===== config.mk =====
export PLATFORM = sky130hd
export DESIGN_NAME = axi_chan_buffer
export DESIGN_NICKNAME = d
export VERILOG_FILES = /design/src/rtl/axi_chan_buffer.sv
export SDC_FILE = /design/constraint.sdc
export NUM_CORES = 1
export LEC_CHECK = 0
export BUFFER_PORTS_ARGS = -buffer_cell sky130_fd_sc_hd__clkbuf_2
export CAP_MARGIN = 10
export CORE_UTILIZATION = 45
export DETAILED_ROUTE_END_ITERATION = 10
export GPL_ROUTABILITY_DRIVEN = 1
export PLACE_DENSITY = 0.71
export SETUP_SLACK_MARGIN = 0.15
export SYNTH_ARGS = -nofsm -noshare
export SYNTH_HDL_FRONTEND = slang
export SYNTH_HIERARCHICAL = 1
export SYNTH_SLANG_ARGS = --single-unit

===== constraint.sdc =====
create_clock -name clk_i -period 5.55 [get_ports clk_i]
set_input_delay 0 -clock clk_i [delete_from_list [all_inputs] [get_ports clk_i]]
set_output_delay 0 -clock clk_i [all_outputs]
set_load 0.02 [all_outputs]

===== src/rtl/axi_chan_buffer.sv =====
// axi_chan_buffer: per-channel FIFO (or bypass) AXI cut with an isolate/drain handshake.
// Define AXI_CHAN_BUFFER_STALL_CNT_EN to build the saturating AW/AR stall counter.
// Handshake rule on every channel: a beat moves on a rising edge where valid and ready
// are both high; valid never depends on ready and is held until accepted.

module axi_chan_buffer_fifo #(
  parameter int unsigned Depth = 2,
  parameter type data_t = logic
) (
  input  logic  clk_i,
  input  logic  rst_ni,
  input  logic  valid_i,
  output logic  ready_o,
  input  data_t data_i,
  output logic  valid_o,
  input  logic  ready_i,
  output data_t data_o
);
  localparam int unsigned PtrW = (Depth > 1) ? $clog2(Depth) : 1;
  localparam int unsigned CntW = $clog2(Depth + 1);

  data_t           mem_q [Depth];
  data_t           mem_d [Depth];
  logic [PtrW-1:0] wr_ptr_q, wr_ptr_d, rd_ptr_q, rd_ptr_d;
  logic [CntW-1:0] cnt_q, cnt_d;
  logic            live_q;
  logic            push, pop;

  // live_q keeps ready low while in reset so every handshake output starts at 0.
  assign ready_o = live_q && (cnt_q != CntW'(Depth));
  assign valid_o = (cnt_q != '0);
  assign data_o  = mem_q[rd_ptr_q];
  assign push    = valid_i && ready_o;
  assign pop     = valid_o && ready_i;

  always_comb begin
    mem_d    = mem_q;
    wr_ptr_d = wr_ptr_q;
    rd_ptr_d = rd_ptr_q;
    cnt_d    = cnt_q;
    if (push) begin
      mem_d[wr_ptr_q] = data_i;
      wr_ptr_d = (wr_ptr_q == PtrW'(Depth - 1)) ? '0 : wr_ptr_q + 1'b1;
    end
    if (pop) begin
      rd_ptr_d = (rd_ptr_q == PtrW'(Depth - 1)) ? '0 : rd_ptr_q + 1'b1;
    end
    case ({push, pop})
      2'b10:   cnt_d = cnt_q + 1'b1;
      2'b01:   cnt_d = cnt_q - 1'b1;
      default: cnt_d = cnt_q;
    endcase
  end

  always_ff @(posedge clk_i or negedge rst_ni) begin
    if (!rst_ni) begin
      mem_q    <= '{default: '0};
      wr_ptr_q <= '0;
      rd_ptr_q <= '0;
      cnt_q    <= '0;
      live_q   <= 1'b0;
    end else begin
      mem_q    <= mem_d;
      wr_ptr_q <= wr_ptr_d;
      rd_ptr_q <= rd_ptr_d;
      cnt_q    <= cnt_d;
      live_q   <= 1'b1;
    end
  end
endmodule

module axi_chan_buffer #(
  parameter int unsigned AwDepth = 2,
  parameter int unsigned WDepth  = 2,
  parameter int unsigned BDepth  = 2,
  parameter int unsigned ArDepth = 2,
  parameter int unsigned RDepth  = 2,
  parameter int unsigned MaxTxns = 8,
  parameter type aw_chan_t = struct packed { logic [3:0] id; logic [31:0] addr; logic [7:0] len; },
  parameter type w_chan_t  = struct packed { logic [31:0] data; logic last; },
  parameter type b_chan_t  = struct packed { logic [3:0] id; logic [1:0] resp; },
  parameter type ar_chan_t = struct packed { logic [3:0] id; logic [31:0] addr; logic [7:0] len; },
  parameter type r_chan_t  = struct packed { logic [3:0] id; logic [31:0] data; logic [1:0] resp; logic last; },
  parameter type axi_req_t = struct packed {
    aw_chan_t aw; logic aw_valid; w_chan_t w; logic w_valid; logic b_ready;
    ar_chan_t ar; logic ar_valid; logic r_ready; },
  parameter type axi_resp_t = struct packed {
    logic aw_ready; logic ar_ready; logic w_ready; b_chan_t b; logic b_valid;
    r_chan_t r; logic r_valid; }
) (
  input  logic        clk_i,
  input  logic        rst_ni,
  input  axi_req_t    slv_req_i,
  output axi_resp_t   slv_resp_o,
  output axi_req_t    mst_req_o,
  input  axi_resp_t   mst_resp_i,
  input  logic        isolate_i,
  output logic        isolated_o,
  output logic [31:0] stall_cnt_o
);
  localparam int unsigned TxnW = $clog2(MaxTxns + 1);

  if (AwDepth == 1 || WDepth == 1 || BDepth == 1 || ArDepth == 1 || RDepth == 1) begin : g_bad_depth
    $fatal(1, "axi_chan_buffer: a channel depth of 1 is not supported");
  end
  if (MaxTxns < 1) begin : g_bad_txns
    $fatal(1, "axi_chan_buffer: MaxTxns must be at least 1");
  end

  aw_chan_t aw_out;
  w_chan_t  w_out;
  b_chan_t  b_out;
  ar_chan_t ar_out;
  r_chan_t  r_out;
  logic aw_in_valid, aw_in_ready, aw_out_valid, aw_empty, aw_adm, aw_slv_ready;
  logic ar_in_valid, ar_in_ready, ar_out_valid, ar_empty, ar_adm, ar_slv_ready;
  logic w_in_ready, w_out_valid, w_empty;
  logic b_in_ready, b_out_valid, b_empty;
  logic r_in_ready, r_out_valid, r_empty;
  logic aw_hs, b_hs, ar_hs, r_last_hs;
  logic [TxnW-1:0] wr_cnt_q, wr_cnt_d, rd_cnt_q, rd_cnt_d;
  logic isolated_q, isolated_d;

  // Only the request channels are gated; W/B/R always flow so in-flight bursts finish.
  assign aw_adm       = !isolate_i && (wr_cnt_q < TxnW'(MaxTxns));
  assign ar_adm       = !isolate_i && (rd_cnt_q < TxnW'(MaxTxns));
  assign aw_in_valid  = slv_req_i.aw_valid && aw_adm;
  assign ar_in_valid  = slv_req_i.ar_valid && ar_adm;
  assign aw_slv_ready = aw_in_ready && aw_adm;
  assign ar_slv_ready = ar_in_ready && ar_adm;

  if (AwDepth == 0) begin : g_aw_bypass
    assign aw_in_ready = mst_resp_i.aw_ready;
    assign aw_out_valid = aw_in_valid;
    assign aw_out = slv_req_i.aw;
    assign aw_empty = 1'b1;
  end else begin : g_aw_fifo
    axi_chan_buffer_fifo #(.Depth(AwDepth), .data_t(aw_chan_t)) i_fifo (
      .clk_i, .rst_ni, .valid_i(aw_in_valid), .ready_o(aw_in_ready), .data_i(slv_req_i.aw),
      .valid_o(aw_out_valid), .ready_i(mst_resp_i.aw_ready), .data_o(aw_out));
    assign aw_empty = !aw_out_valid;
  end

  if (WDepth == 0) begin : g_w_bypass
    assign w_in_ready = mst_resp_i.w_ready;
    assign w_out_valid = slv_req_i.w_valid;
    assign w_out = slv_req_i.w;
    assign w_empty = 1'b1;
  end else begin : g_w_fifo
    axi_chan_buffer_fifo #(.Depth(WDepth), .data_t(w_chan_t)) i_fifo (
      .clk_i, .rst_ni, .valid_i(slv_req_i.w_valid), .ready_o(w_in_ready), .data_i(slv_req_i.w),
      .valid_o(w_out_valid), .ready_i(mst_resp_i.w_ready), .data_o(w_out));
    assign w_empty = !w_out_valid;
  end

  if (BDepth == 0) begin : g_b_bypass
    assign b_in_ready = slv_req_i.b_ready;
    assign b_out_valid = mst_resp_i.b_valid;
    assign b_out = mst_resp_i.b;
    assign b_empty = 1'b1;
  end else begin : g_b_fifo
    axi_chan_buffer_fifo #(.Depth(BDepth), .data_t(b_chan_t)) i_fifo (
      .clk_i, .rst_ni, .valid_i(mst_resp_i.b_valid), .ready_o(b_in_ready), .data_i(mst_resp_i.b),
      .valid_o(b_out_valid), .ready_i(slv_req_i.b_ready), .data_o(b_out));
    assign b_empty = !b_out_valid;
  end

  if (ArDepth == 0) begin : g_ar_bypass
    assign ar_in_ready = mst_resp_i.ar_ready;
    assign ar_out_valid = ar_in_valid;
    assign ar_out = slv_req_i.ar;
    assign ar_empty = 1'b1;
  end else begin : g_ar_fifo
    axi_chan_buffer_fifo #(.Depth(ArDepth), .data_t(ar_chan_t)) i_fifo (
      .clk_i, .rst_ni, .valid_i(ar_in_valid), .ready_o(ar_in_ready), .data_i(slv_req_i.ar),
      .valid_o(ar_out_valid), .ready_i(mst_resp_i.ar_ready), .data_o(ar_out));
    assign ar_empty = !ar_out_valid;
  end

  if (RDepth == 0) begin : g_r_bypass
    assign r_in_ready = slv_req_i.r_ready;
    assign r_out_valid = mst_resp_i.r_valid;
    assign r_out = mst_resp_i.r;
    assign r_empty = 1'b1;
  end else begin : g_r_fifo
    axi_chan_buffer_fifo #(.Depth(RDepth), .data_t(r_chan_t)) i_fifo (
      .clk_i, .rst_ni, .valid_i(mst_resp_i.r_valid), .ready_o(r_in_ready), .data_i(mst_resp_i.r),
      .valid_o(r_out_valid), .ready_i(slv_req_i.r_ready), .data_o(r_out));
    assign r_empty = !r_out_valid;
  end

  always_comb begin
    slv_resp_o          = '0;
    mst_req_o           = '0;
    mst_req_o.aw        = aw_out;
    mst_req_o.aw_valid  = aw_out_valid;
    mst_req_o.w         = w_out;
    mst_req_o.w_valid   = w_out_valid;
    mst_req_o.b_ready   = b_in_ready;
    mst_req_o.ar        = ar_out;
    mst_req_o.ar_valid  = ar_out_valid;
    mst_req_o.r_ready   = r_in_ready;
    slv_resp_o.aw_ready = aw_slv_ready;
    slv_resp_o.w_ready  = w_in_ready;
    slv_resp_o.b        = b_out;
    slv_resp_o.b_valid  = b_out_valid;
    slv_resp_o.ar_ready = ar_slv_ready;
    slv_resp_o.r        = r_out;
    slv_resp_o.r_valid  = r_out_valid;
  end

  assign aw_hs     = slv_req_i.aw_valid && aw_slv_ready;
  assign ar_hs     = slv_req_i.ar_valid && ar_slv_ready;
  assign b_hs      = b_out_valid && slv_req_i.b_ready;
  assign r_last_hs = r_out_valid && slv_req_i.r_ready && r_out.last;

  // A response with nothing outstanding is a protocol error; the counter stays at 0.
  always_comb begin
    wr_cnt_d = wr_cnt_q;
    rd_cnt_d = rd_cnt_q;
    if (aw_hs && !b_hs) wr_cnt_d = wr_cnt_q + 1'b1;
    else if (b_hs && !aw_hs && wr_cnt_q != '0) wr_cnt_d = wr_cnt_q - 1'b1;
    if (ar_hs && !r_last_hs) rd_cnt_d = rd_cnt_q + 1'b1;
    else if (r_last_hs && !ar_hs && rd_cnt_q != '0) rd_cnt_d = rd_cnt_q - 1'b1;
    isolated_d = isolate_i && (wr_cnt_q == '0) && (rd_cnt_q == '0) &&
                 aw_empty && w_empty && b_empty && ar_empty && r_empty;
  end

  always_ff @(posedge clk_i or negedge rst_ni) begin
    if (!rst_ni) begin
      wr_cnt_q   <= '0;
      rd_cnt_q   <= '0;
      isolated_q <= 1'b0;
    end else begin
      wr_cnt_q   <= wr_cnt_d;
      rd_cnt_q   <= rd_cnt_d;
      isolated_q <= isolated_d;
    end
  end

  assign isolated_o = isolated_q;

  assert property (@(posedge clk_i) disable iff (!rst_ni) !(b_hs && !aw_hs && wr_cnt_q == '0));
  assert property (@(posedge clk_i) disable iff (!rst_ni) !(r_last_hs && !ar_hs && rd_cnt_q == '0));

`ifdef AXI_CHAN_BUFFER_STALL_CNT_EN
  logic        stall;
  logic [31:0] stall_cnt_q, stall_cnt_d;

  assign stall = (slv_req_i.aw_valid && !aw_slv_ready) || (slv_req_i.ar_valid && !ar_slv_ready);

  always_comb begin
    stall_cnt_d = stall_cnt_q;
    if (stall && stall_cnt_q != 32'hFFFF_FFFF) stall_cnt_d = stall_cnt_q + 32'd1;
  end

  always_ff @(posedge clk_i or negedge rst_ni) begin
    if (!rst_ni) stall_cnt_q <= '0;
    else         stall_cnt_q <= stall_cnt_d;
  end

  assign stall_cnt_o = stall_cnt_q;
`else
  assign stall_cnt_o = '0;
`endif
endmodule


==> qor.csv, run 1 <==
stage,metric,value,unit
global_route,first-pass GRT wire length,59.4,mm
flow_run,MaxCap Viol Count,0,
detailed_routing,Initial DRT Pass Iterations,4,
floorplan,Starting Density,45.8,%
clocking,root buf cell,clkbuf_16,
clocking,CTS tree,yes,
power,leakage power,10.5,nW
power,PwrDens,613,nW/µm²
synthesis,largest family of logic cells by synthesized area,multiplexers,
clocking,Clock Sinks,366,
run_status,status,finished clean,
global_route,largest net degree at the start of global routing,169,
worst_setup_path,Worst R2R Start,wr_cnt_q[3],
detailed_routing,Antenna Nets Post-Route,0,
timing,Final Hold Violating Endpoints,0,
worst_setup_path,slowest cell delay on critical path,0.70,ns
layout,area grow syn2layout,28.6,%
synthesis,post-synthesis cell area,17200,µm²
detailed_routing,Vias,10342,
floorplan,die area,39100,µm²
place,GP Congestion,0.740,
hold_path,Hold Crit Class,primary input to asynchronous set/reset pin,
synthesis,mux cell area share after synthesis,36.0,%
place,HPWL after DPL,22.7,mm
power,switching pwr,4.83,mW
timing,fmax,0.386,GHz
worst_setup_path,Reg2Reg Depth,5,
synthesis,Post-Synth Simple-Gate Area,2.89,%
timing,clock skew,0.0232,ns
worst_setup_path,Worst Path Max Fanout,27,
floorplan,Die W,198,µm
worst_setup_path,CP endpoint,g_aw_fifo.i_fifo/mem_q[52],
layout,share of post-route cells with drive strength above 1,58.2,%
detailed_routing,initial DRC count,212,
clocking,CTS H-Tree Depth,2,
timing,final setup TNS,0,ns
clocking,clock buffer depth,3,
synthesis,area share of fa/ha/maj cells after synthesis,0.885,%
synthesis,syn_area_per_cell,16.0,µm²
global_route,vias in the first global route,11334,
timing,Tcrit/Tclk final,46.7,%
power,Pint,8.77,mW
worst_setup_path,R2R Setup Slk,2.96,ns
layout,Util after Layout,58.9,%
power,sequential power share,35.8,%
worst_setup_path,Worst Setup Path Type,flop to flop,
detailed_routing,drt total wl,37.4,mm
place,IO Port Bufs,355,
worst_setup_path,Worst Setup SP,wr_cnt_q[3],
worst_setup_path,Crit Reg-Reg Endpoint,g_aw_fifo.i_fifo/mem_q[52],
power,maximum VDD drop,0.000369,V
detailed_routing,post-DR vias/cell,4.83,
layout,most frequent cells in the layout,"364 x dfrtp_1, 354 x clkbuf_2, 349 x mux2_2",
timing,RSZ-0062 raised after global routing,no,
timing,worst-margin pin slew,1.12,ns
timing,Period minus WS final,2.59,ns
worst_setup_path,crit path DAT,3.01,ns
worst_setup_path,Worst Path Required,5.97,ns
timing,Rel. slew slack,25.6,%
power,Sw Share,35.5,%
global_route,GRT Util Overall,19.0,%
worst_setup_path,endpoint type of the worst setup path,flop,
global_route,Overflow after GRT,0,
synthesis,"area leader, netlist",dfrtp_1,
synthesis,Yosys warnings,6,
timing,Slew Limit Fails,0,
synthesis,post-synthesis compound-gate area fraction,0.232,%
synthesis,post-synthesis sequential area ratio,53.1,%
clocking,Setup Buffers After CTS,0,
power,clock share of power,19.9,%
floorplan,Cell Rows,71,
worst_setup_path,slowest CP cell,and4b_2,
layout,design area,22200,µm²
detailed_routing,drt drc,0,
floorplan,core area,37700,µm²
worst_setup_path,CP startpoint kind,flop,
global_route,initial antenna violation count,1,
synthesis,Yosys reg bits,366,
synthesis,xor and xnor area share after synthesis,1.57,%
synthesis,top cell type's share of synthesized area,53.1,%
layout,fill cell count,2912,
floorplan,IO Count,388,
power,Comb power frac,44.3,%
floorplan,die height,198,µm
layout,# nets final,1792,
place,Post-Place Cell Area,19000,µm²
layout,"most common cell after layout, fill and taps aside",dfrtp_1,
clocking,Clock Latency Late Sink,0.56,ns
synthesis,Netlist cell types,42,
timing,Final Setup Violations,0,
worst_setup_path,cells along the critical path,nor2_2 > and2_1 > and4b_2 > buf_4 > mux2_2,
clocking,Clock transition at path regs,0.06,ns
clocking,total CTS buffers,41,
detailed_routing,wire per inst,17.4,µm
synthesis,top post-synthesis cells by area,"dfrtp_1 53%, mux2_2 23%, mux2_4 13%, buf_4 1.9%, buf_12 1.4%",
synthesis,Mapped Cells,1078,
[stage by stage]
stage / instances / worst slack [ns] / power (mW) / hold slack (ns)
2_1_floorplan: 1109 / 3.07 / 9.21 / -0.296
3_3_place_gp: 1888 / 2.98 / 10.6 / -0.0498
3_5_place_dp: 1888 / 2.95 / 10.8 / -0.0489
4_1_cts: 2142 / 2.92 / 13.7 / 0.0279
5_1_grt: 2143 / 2.82 / 14.4 / 0.0697
6_report: 2143 / 2.96 / 13.6 / 0.0480
[cells in the mapped netlist (all sizes together)]
cell	count
xnor2	19
nand4	5
and2	13
or2	5
xor2	12
buf	84
and4	1
and4b	5
conb	6
inv	2
or4b	1
nor3	1
nand2b	5
mux2i	2
nor3b	2
a311oi	1
nand3	6
clkbuf	11
ha	9
nor4	3
nand2	2
mux2	502
a21o	2
dfrtp	366
fa	2
nor4bb	1
a21oi	2
nor2	8
[power groups by stage]
stage	Sequential [mW]	Clock, mW	Combinational [mW]
global route	5.04	2.90	6.43
global placement	4.81	0	5.82
floorplan	4.51	0	4.70
detailed placement	4.88	0	5.92
CTS	4.86	2.80	6.07
finish	4.87	2.71	6.03
[cell type report]
type	instances	area (µm²)	share of cell area (%)
multi-input cells	646	7320	33.0
well taps	511	639	2.88
clock inverters	8	97.6	0.440
flip-flops and latches	366	9160	41.3
inverters	2	7.51	0.0338
repair buffers	545	3710	16.7
diodes	1	2.50	0.0113
clock buffers	64	1240	5.60
[sequential cells by signal (all words and copies together) (netlist names), 2 cells and up]
register and flops:
g_ar_fifo.i_fifo/cnt_q 2, g_ar_fifo.i_fifo/mem_q 88, g_aw_fifo.i_fifo/cnt_q 2, g_aw_fifo.i_fifo/mem_q 88, g_b_fifo.i_fifo/cnt_q 2, g_b_fifo.i_fifo/mem_q 12, g_r_fifo.i_fifo/cnt_q 2, g_r_fifo.i_fifo/mem_q 78
g_w_fifo.i_fifo/cnt_q 2, g_w_fifo.i_fifo/mem_q 66, rd_cnt_q 4, wr_cnt_q 4
[kinds of logic (layout without fill, tap and decap cells)]
group / after synthesis / after routing
buffers and inverters: 97 / 619
adders and majority gates: 11 / 11
xor gates and xnor gates: 31 / 31
DFF: 366 / 366
AOI/OAI and AO/OA: 5 / 5
other: 6 / 38
muxes: 504 / 504
and+or+nand+nor: 58 / 58
[what timing repair did]
action | CTS | global route
resized for setup | 0 | 0
hold endpoints to repair | 404 | 0
hold buffers | 182 | 0
[how the worst min path moves through the flow]
stage	startpoint	endpoint	slack, ns
after floorplan	rst_ni	g_ar_fifo.i_fifo/cnt_q[0]	-0.30
after global placement	rst_ni	g_ar_fifo.i_fifo/mem_q[37]	-0.05
after detailed placement	rst_ni	g_ar_fifo.i_fifo/mem_q[37]	-0.05
after CTS	rst_ni	g_ar_fifo.i_fifo/mem_q[54]	0.03
after global routing	rst_ni	g_ar_fifo.i_fifo/mem_q[86]	0.07
final	rst_ni	g_ar_fifo.i_fifo/mem_q[80]	0.05
[worst max-delay path: cells and delay by family, from the launching register on]
| kind | cells | cell delay, ns |
|---|---|---|
| buf+inv | 1 | 0.55 |
| flops | 1 | 0.41 |
| mux | 1 | 0.39 |
| simple gates | 3 | 1.10 |
[per-layer routing]
| layer | wire length [µm] | part of all wire [%] | global-route usage, % | vias up |
|---|---|---|---|---|
| li1 | - | - | - | 4806 |
| met4 | 801 | 2.1 | 6.17 | 0 |
| met1 | 16100 | 43 | 23.9 | 5211 |
| met5 | 0 | 0 | 0 | - |
| met2 | 17800 | 48 | 31.5 | 269 |
| met3 | 2600 | 6.9 | 5.50 | 56 |
Note: power is estimated with default switching activity, not from simulation.
==> inputs of run 2 (changes only) <==
ABC_AREA = 1   (was default)
PLACE_DENSITY = 0.74   (was 0.71)
clock period = 2.25 ns   (was 5.55 ns; I/O delays follow)
==> qor.csv, run 2 <==
stage,metric,value,unit,change
hold_path,Hold Crit Class,primary input to asynchronous set/reset pin,,
worst_setup_path,Worst Path Max Fanout,28,,+3.7%
detailed_routing,post-DR vias/cell,5.34,,+11%
detailed_routing,Vias,17529,,+69%
synthesis,"area leader, netlist",dfrtp_1,,
timing,Tcrit/Tclk final,87.5,%,
timing,Rel. slew slack,53.1,%,+27 points
synthesis,post-synthesis sequential area ratio,50.8,%,-2.3 points
place,Post-Place Cell Area,19900,µm²,+4.7%
timing,Slew Limit Fails,0,,unchanged
layout,most frequent cells in the layout,"1228 x nand2_1, 366 x dfrtp_1, 354 x clkbuf_2",,
clocking,total CTS buffers,42,,+2.4%
worst_setup_path,crit path DAT,1.97,ns,-1.04 ns
layout,area grow syn2layout,28.7,%,about the same
detailed_routing,drt drc,0,,unchanged
layout,# diodes,0,,-1
worst_setup_path,CP startpoint kind,flop,,
place,placed cells,3028,,+60%
synthesis,Synth top cells by count,"1228 x nand2_1, 366 x dfrtp_1, 339 x nand4_1",,
layout,# nets final,2929,,+63%
floorplan,die area,40800,µm²,+4.4%
worst_setup_path,Worst Path Required,2.25,ns,-3.72 ns
flow_run,MaxCap Viol Count,0,,unchanged
timing,fmax,0.508,GHz,
clocking,root buf cell,clkbuf_16,,
detailed_routing,drt total wl,52.8,mm,+41%
layout,design area,23200,µm²,+4.5%
floorplan,core area,39100,µm²,+3.8%
layout,FF+latch area,9160,µm²,about the same
timing,RSZ-0062 raised after global routing,yes,,
clocking,Clock transition at path regs,0.06,ns,about the same
timing,clock skew,0.0121,ns,-0.0111 ns
layout,Largest regs,"g_ar_fifo.i_fifo/mem_q (88), g_aw_fifo.i_fifo/mem_q (88), g_r_fifo.i_fifo/mem_q (78)",,
clocking,CTS tree,yes,,
detailed_routing,Antenna Nets Post-Route,0,,unchanged
worst_setup_path,CP most frequent cell,nand2_1,,
layout,"most common cell after layout, fill and taps aside",nand2_1,,
worst_setup_path,slowest CP cell,inv_2,,
synthesis,Synth Flop Type,dfrtp_1,,
global_route,first-pass GRT wire length,86.1,mm,+45%
global_route,GRT Util Overall,25.5,%,+6.4 points
floorplan,die height,202,µm,+2.2%
worst_setup_path,endpoint type of the worst setup path,primary output,,
floorplan,Starting Density,46.1,%,+0.29 points
synthesis,top post-synthesis cells by area,"dfrtp_1 51%, nand2_1 26%, nand4_1 12%, buf_2 2.2%, buf_4 2.0%",,
detailed_routing,initial DRC count,1175,,+450%
place,GP Congestion,0.833,,+13%
global_route,initial antenna violation count,0,,-1
worst_setup_path,cell family with most CP delay,buffers and inverters,,
synthesis,syn_area_per_cell,7.90,µm²,-51%
clocking,Clock Latency Late Sink,0.56,ns,about the same
synthesis,Yosys reg bits,366,,unchanged
synthesis,Netlist cell types,29,,-31%
place,IO Port Bufs,355,,unchanged
power,leakage power,12.9,nW,+23%
global_route,Overflow after GRT,0,,unchanged
layout,Multi-input gate area,7610,µm²,+3.9%
floorplan,Cell Rows,72,,+1.4%
timing,Period minus WS final,1.97,ns,
synthesis,"FFs w/ async S/R, synth",100,%,unchanged
layout,fill cell count,3324,,+14%
layout,Finished Layout Cells,3285,,+53%
layout,share of post-route cells with drive strength above 1,18.6,%,-40 points
detailed_routing,Initial DRT Pass Iterations,7,,+3
clocking,CTS H-Tree Depth,2,,unchanged
power,PwrDens,1470,nW/µm²,+140%
timing,Final Setup Violations,0,,unchanged
worst_setup_path,slowest cell delay on critical path,0.42,ns,-0.28 ns
floorplan,IO Count,388,,unchanged
worst_setup_path,"Buf+Inv Stages, Crit Path",3,,+2
timing,worst-margin pin slew,0.701,ns,-0.414 ns
clocking,Clock Sinks,366,,unchanged
floorplan,Die W,202,µm,+2.2%
worst_setup_path,cells along the critical path,inv_2 > buf_4 > nand2_1 > nand2_1 > clkbuf_2,,
timing,final setup TNS,0,ns,unchanged
power,maximum VDD drop,0.000915,V,+150%
synthesis,Post-synth EDFFs,0,,unchanged
timing,Final Hold Violating Endpoints,0,,unchanged
run_status,status,finished clean,,
place,HPWL after DPL,31.0,mm,+36%
clocking,clock buffer depth,3,,unchanged
synthesis,Mapped Cells,2281,,+110%
worst_setup_path,Worst Setup Path Type,flop to primary output,,
global_route,largest net degree at the start of global routing,92,,-46%
layout,Util after Layout,59.3,%,+0.41 points
timing,Fin Hold WS,0.0290,ns,-0.0191 ns
synthesis,top cell type's share of synthesized area,50.8,%,-2.3 points
synthesis,post-synthesis cell area,18000,µm²,+4.5%
synthesis,Yosys warnings,6,,unchanged
detailed_routing,wire per inst,16.1,µm,-7.8%
synthesis,most instantiated library cell after synthesis,nand2_1,,
global_route,vias in the first global route,17326,,+53%
run 2: report_power, final:
| group | internal, mW | switching, mW | leakage, nW | total [mW] |
|---|---|---|---|---|
| registers | 9.68 | 1.78 | 4.58 | 11.5 |
| clock network | 4.21 | 2.74 | 0.691 | 6.96 |
| logic | 4.93 | 10.8 | 7.58 | 15.8 |
run 2: metal layers:
| metal | GRT usage, % | share of wire (%) |
|---|---|---|
| met5 | 0 | 0 |
| met4 | 8.38 | 2.5 |
| met1 | 33.0 | 41 |
| met3 | 5.61 | 7.2 |
| met2 | 42.3 | 49 |
run 2: repair_timing:
action,4_1_cts,5_1_grt
endpoints found under the setup margin,1,8
pin swaps,0,2
hold endpoints to repair,601,0
buffers inserted,0,1
hold buffers,182,0
gates resized for setup,1,6
gates cloned,0,2
run 2: worst paths after layout:
check | startpoint | to | slack [ns] | cells past startpoint
max | g_aw_fifo.i_fifo/rd_ptr_q | mst_req_o[92] | 0.28 | 5
min | rst_ni | g_r_fifo.i_fifo/mem_q[64] | 0.03 | 2
max reg2reg | g_b_fifo.i_fifo/cnt_q[0] | wr_cnt_q[3] | 0.30 | 13
min reg2reg | g_r_fifo.i_fifo/mem_q[19] | g_r_fifo.i_fifo/mem_q[19] | 0.48 | 2
max in group asynchronous | rst_ni | g_aw_fifo.i_fifo/mem_q[66] | 1.35 | 3
min in group clk_i | slv_req_i[33] | g_ar_fifo.i_fifo/mem_q[31] | 0.24 | 4
run 2: cells by family (layout without fill, tap and decap cells):
logic type | Yosys count | in the layout | synth area share, %
adder cells (fa/ha/maj) | 11 | 11 | 0.847
buffers and inverters | 267 | 722 | 7.83
flip-flops | 366 | 366 | 50.8
AND/OR/NAND/NOR | 1605 | 1605 | 38.9
XOR/XNOR | 17 | 17 | 0.826
other | 6 | 37 | 0.125
AO/OA/AOI/OAI | 9 | 9 | 0.604
run 2: through the flow:
| step | power [mW] | worst slack (ns) |
|---|---|---|
| after CTS | 34.1 | 0.173 |
| after global routing | 36.5 | 0.124 |
| after detailed placement | 26.7 | 0.246 |
| final | 34.2 | 0.282 |
| after global placement | 26.3 | 0.289 |
| after floorplan | 21.9 | 0.212 |
run 2: worst reg2reg max path: cells and delay by family, from the launching register on:
kind	cells	cell delay, ns
adders and majority gates	1	0.35
buffers and inverters	2	0.17
DFF	1	0.41
and+or+nand+nor	10	0.91
run 2: area by class of cell:
type | instances | area share, %
clock inverter | 11 | 0.610
timing repair buffer | 595 | 18.0
clock buffer | 61 | 5.42
inverter | 55 | 0.890
tap | 518 | 2.80
sequential | 366 | 39.5
multi-input combinational | 1679 | 32.8
